**config.mk**
```make
export PLATFORM = sky130hd
export DESIGN_NAME = unsigned_div16by8_seq
export DESIGN_NICKNAME = d
export VERILOG_FILES = /design/src/rtl/div_pkg.sv /design/src/rtl/div_restore_step.sv /design/src/rtl/unsigned_div16by8_seq.sv
export SDC_FILE = /design/constraint.sdc
export NUM_CORES = 1
export LEC_CHECK = 0
export CORE_MARGIN = 4
export CORE_UTILIZATION = 35
export DETAILED_ROUTE_END_ITERATION = 8
export RECOVER_POWER = 100
export SYNTH_ARGS = -nofsm -noshare
export SYNTH_HDL_FRONTEND = slang
export SYNTH_HIERARCHICAL = 1
export SYNTH_SLANG_ARGS = --single-unit
```
**constraint.sdc**
```tcl
create_clock -name clk -period 2.15 [get_ports clk]
set_input_delay 0.43 -clock clk [delete_from_list [all_inputs] [get_ports clk]]
set_output_delay 0.43 -clock clk [all_outputs]
set_load 0.01 [all_outputs]
```
**src/rtl/div_pkg.sv**
```systemverilog
// Shared types and defaults for the sequential restoring divider.
// State encoding, default operand widths and counter width.
package div_pkg;

   localparam int DW_N_DEF = 16;
   localparam int DW_D_DEF = 8;
   localparam int CNT_W_DEF = $clog2(DW_N_DEF);

   typedef enum logic [1:0] {
      IDLE,
      CALC,
      ROUND,
      DONE
   } div_state_t;

endpackage

```
**src/rtl/div_restore_step.sv**
```systemverilog
// One restoring-division step: shift in the next dividend bit,
// trial-subtract the divisor, keep the difference if it fits.
// Ports: rem/nbit/divisor in; rem_next (new partial rem), q (quotient bit) out.
module div_restore_step #(
   parameter int DW_D = div_pkg::DW_D_DEF
) (
   input  logic [DW_D-1:0] rem,
   input  logic            nbit,
   input  logic [DW_D-1:0] divisor,
   output logic [DW_D-1:0] rem_next,
   output logic            q
);

   logic [DW_D:0] part;
   logic [DW_D:0] diff;
   logic          diff_unused;

   assign part = {rem, nbit};
   assign diff = part - {1'b0, divisor};
   assign q = (part >= {1'b0, divisor});
   // rem < divisor on entry, so a kept difference always fits in DW_D bits
   assign rem_next = q ? diff[DW_D-1:0] : part[DW_D-1:0];
   assign diff_unused = diff[DW_D];

endmodule

```
**src/rtl/unsigned_div16by8_seq.sv**
```systemverilog
// Sequential unsigned restoring divider, DW_N / DW_D, one quotient bit per clock.
// Ports: clk, rst (sync, active-high); in_valid/in_ready + dividend, divisor;
//   out_valid/out_ready + quotient, remainder, div_by_zero.
// Macro DIV_ROUND_EN adds a one-cycle ROUND state (round-half-up quotient).
module unsigned_div16by8_seq
   import div_pkg::*;
#(
   parameter int DW_N = DW_N_DEF,
   parameter int DW_D = DW_D_DEF
) (
   input  logic            clk,
   input  logic            rst,
   input  logic            in_valid,
   output logic            in_ready,
   input  logic [DW_N-1:0] dividend,
   input  logic [DW_D-1:0] divisor,
   output logic            out_valid,
   input  logic            out_ready,
   output logic [DW_N-1:0] quotient,
   output logic [DW_D-1:0] remainder,
   output logic            div_by_zero
);

   localparam int CW = $clog2(DW_N);

   div_state_t      state, state_n;
   logic [CW-1:0]   cnt;
   logic [DW_N-1:0] dvd;
   logic [DW_D-1:0] dsr;
   logic [DW_D-1:0] rem;
   logic [DW_N-1:0] quo;
   logic            dbz;
   logic [DW_D-1:0] step_rem;
   logic            step_q;

   div_restore_step #(
      .DW_D(DW_D)
   ) u_step (
      .rem     (rem),
      .nbit    (dvd[DW_N-1]),
      .divisor (dsr),
      .rem_next(step_rem),
      .q       (step_q)
   );

   always_ff @(posedge clk) begin
      if (rst) state <= IDLE;
      else     state <= state_n;
   end

   always_comb begin
      state_n   = state;
      in_ready  = 1'b0;
      out_valid = 1'b0;
      unique case (state)
         IDLE: begin
            in_ready = 1'b1;
            if (in_valid) state_n = (divisor == '0) ? DONE : CALC;
         end
         CALC: begin
            if (cnt == '0) begin
`ifdef DIV_ROUND_EN
               state_n = ROUND;
`else
               state_n = DONE;
`endif
            end
         end
         ROUND: state_n = DONE;
         DONE: begin
            out_valid = 1'b1;
            if (out_ready) state_n = IDLE;
         end
         default: state_n = IDLE;
      endcase
   end

   always_ff @(posedge clk) begin
      if (rst) begin
         cnt <= '0;
         dvd <= '0;
         dsr <= '0;
         rem <= '0;
         quo <= '0;
         dbz <= 1'b0;
      end else begin
         unique case (state)
            IDLE: begin
               if (in_valid) begin
                  dvd <= dividend;
                  dsr <= divisor;
                  if (divisor == '0) begin
                     quo <= '1;
                     rem <= dividend[DW_D-1:0];
                     dbz <= 1'b1;
                  end else begin
                     quo <= '0;
                     rem <= '0;
                     dbz <= 1'b0;
                     cnt <= CW'(DW_N - 1);
                  end
               end
            end
            CALC: begin
               rem <= step_rem;
               quo <= {quo[DW_N-2:0], step_q};
               dvd <= {dvd[DW_N-2:0], 1'b0};
               if (cnt != '0) cnt <= cnt - 1'b1;
            end
`ifdef DIV_ROUND_EN
            ROUND: begin
               // 2*rem >= divisor: round up, remainder goes negative mod 2^DW_D
               if ({rem, 1'b0} >= {1'b0, dsr}) begin
                  if (quo != '1) quo <= quo + 1'b1;
                  rem <= rem - dsr;
               end
            end
`endif
            default: ;
         endcase
      end
   end

   assign quotient    = quo;
   assign remainder   = rem;
   assign div_by_zero = dbz;

endmodule

```
==> summary.txt <==
Syn Area/Cell: 8.50 sq um
Placed inst area: 3880 sq um
Syn Nets: 393
CP Class: register to register
Overflow after GRT: 0
Hold_ws: 466 ps
Slowest stage delay, CP: 350 ps
Proportion of power drawn by the clock network: 0.089
Fin crit period: 2150 ps
Initial antenna violation count: 0
Total Routing Usage GR: 0.163
First-pass GRT wire length: 13.4 mm
Switching pwr: 2770 uW
Fin. Hold Viols: 0
Util after Layout: 0.505
Rows: 33
M1 WL: 3.73 mm
Filler cells: 804
DRT Wirelength: 8.01 mm
Initial Util: 0.362
Max Clk Rate: 466 MHz
Clk sinks: 55
Uppermost layer routed: met4
Worst Tran Pin Value: 539 ps
Max-slew headroom: 0.640
Reg area: 1110 sq um
Stages on the worst setup path: 10
Fin crit share: 0.998
Synth area leaders: dfxtp_1 (37%), a211oi_1 (8.3%), nor2_1 (5.8%)
Critical path peak fanout: 4
DRT iter0 DRCs: 169
Max Cap Viol: 0
Worst-path clk slew: 110 ps
Detail Route Antenna Nets: 0
Post-synth EDFFs: 0
Die H: 100 um
Cell Pwr Density: 1620 nW/um^2
Peak supply drop: 597 uV
CTS Buf Count: 5
Flops & latches, synth: 55
Startpoint Class: register
HPWL after detailed placement: 5.52 mm
Worst-case reg-to-reg path depth: 10
Internal power: 3970 uW
Met3 WL: 522 um
Largest net degree at the start of global routing: 54
Worst skew pair latency: 310 ps
Drt wl/cell: 14.8 um
DRC: 0
Top delay family on crit path: compound AO/OA/AOI/OAI gates
Port bufs: 54
Total die area: 10100 sq um
Share of cells above drive strength 1: 0.234
CTS Root Cell: clkbuf_8
Slew Limit Fails: 0
Area grow syn2layout: 39.3%
Comb pwr share: 0.663
Die X: 100 um
Nature of the critical path endpoint: register
Hold Path Depth: 2
Setup Skew: 12.4 ps
Status: finished clean
Async set-reset flop share out of synthesis: 0
CTS tree: built
Synth top cells by count: dfxtp_1 (55), nor2_1 (46), nand2_1 (42)
Mapped Area: 2990 sq um
Multi-input gate area: 1830 sq um
Area of the core: 8260 sq um
R2r setup slk: 5 ps
Io pins: 55
CTS H-tree depth: 2
Vias per cell: 5.21
Cells after Synth: 352
Diode count: 0
Register share of total power: 0.248
Hold Buf Count CTS: 0
Yosys cell types: 49
Final setup vio count: 0
CP bufs+invs: 2
CP Cell Sequence: inv_2, ha_4, or2b_1, a21oi_2, o21ai_2, a41oi_4, buf_6, mux2_4, a22oi_2, a211oi_1
Routed wl met2: 3.72 mm
Critical Path RT: 2340 ps
Final net count: 475
Synth warn: 6
Vias in the first global route: 2750
Sequential-to-total area share from yosys stat: 0.368
Via count: 2813
Leakage: 0.00160 uW
Post-route cell area: 4170 sq um
Yosys top cell by area: dfxtp_1
Final GP Congestion: 0.850
Switching part of the total: 0.411
Ys flop type: dfxtp_1
Top-count cell post-synth: dfxtp_1
Max Buffers Root-to-Sink: 2
Top-area cell type share of the netlist area: 0.368
Initial DRT Pass Iterations: 5
RSZ-0062 raised after global routing: true
CP Data Arrival Time: 2340 ps
Setup_tns: 0 ps
CP max stage cell: dfxtp_2
Hold Crit Class: register to register
[worst paths after layout]
path              startpoint      endpoint
setup / recovery     dvd[15]  remainder[2]
hold / removal        dsr[7]        dsr[7]
setup reg to reg     dvd[15]  remainder[2]
hold reg to reg       dsr[7]        dsr[7]
[per-stage QoR]
step | total power, uW | worst slack [ps] | cells
global route | 7300 | -104 | 540
detailed placement | 5500 | -128 | 523
floorplan | 4140 | -11.9 | 352
CTS | 6490 | -35.5 | 533
global placement | 5450 | -67.0 | 523
finish | 6740 | 4.51 | 540
[worst min-delay path, stage by stage, from the launching register on]
cell	delay, ps
dfxtp_1	330
nand2_1	50
a21oi_1	50
[what timing repair did]
| action | 4_1_cts | 5_1_grt |
|---|---|---|
| setup endpoints to repair | 8 | 9 |
| pin swaps | 20 | 7 |
| resized for setup | 28 | 12 |
| buffers inserted | 2 | 7 |
[area by class of cell]
cell class                 count  area share
sequential                    55       0.266
multi-input combinational    254       0.438
inverter                      20      0.0180
clock buffer                   5      0.0165
clock inverter                 3     0.00570
timing repair buffer          98       0.224
tap                          105      0.0315
[sequential cells by signal, indices dropped and copies added (netlist names)]
signal and cells:
cnt 4, dvd 16, remainder 8, dsr 8
quotient 16, div_by_zero 1, state 2
[power by group through the flow]
stage	clock, uW	combinational [uW]	sequential, uW
after floorplan	0	2420	1720
after global placement	0	3800	1660
after detailed placement	0	3830	1670
after CTS	624	4200	1670
after global routing	661	4920	1720
final	598	4470	1670
[layer usage]
metal	vias up	track usage
met5	-	0
li1	1410	-
met3	2	0.0478
met4	0	0.0280
met2	60	0.257
met1	1341	0.223
[logic make-up (layout without fill, tap and decap cells)]
kind of cell | count (synthesis) | count (layout) | share of synthesized area
XOR/XNOR | 3 | 3 | 0.00878
AO/OA/AOI/OAI | 98 | 98 | 0.259
flip-flops | 55 | 55 | 0.368
adder cells (fa/ha/maj) | 13 | 13 | 0.0569
multiplexers | 15 | 15 | 0.0523
AND/OR/NAND/NOR | 125 | 125 | 0.192
buffers and inverters | 43 | 126 | 0.0627
[placed cells by master, fill, tap and decap left out, types with 9 or more instances in the layout]
cell type	netlist	routed
dlygate4sd3_1	0	25
nor3_1	11	11
a211oi_1	33	32
inv_1	20	17
dfxtp_1	55	49
nand2_1	42	40
a211oi_2	10	11
buf_4	0	33
a21oi_1	19	20
nor2_1	46	47
mux2i_1	10	9
clkdlybuf4s50_1	0	28
(Power assumes the default switching activity.)
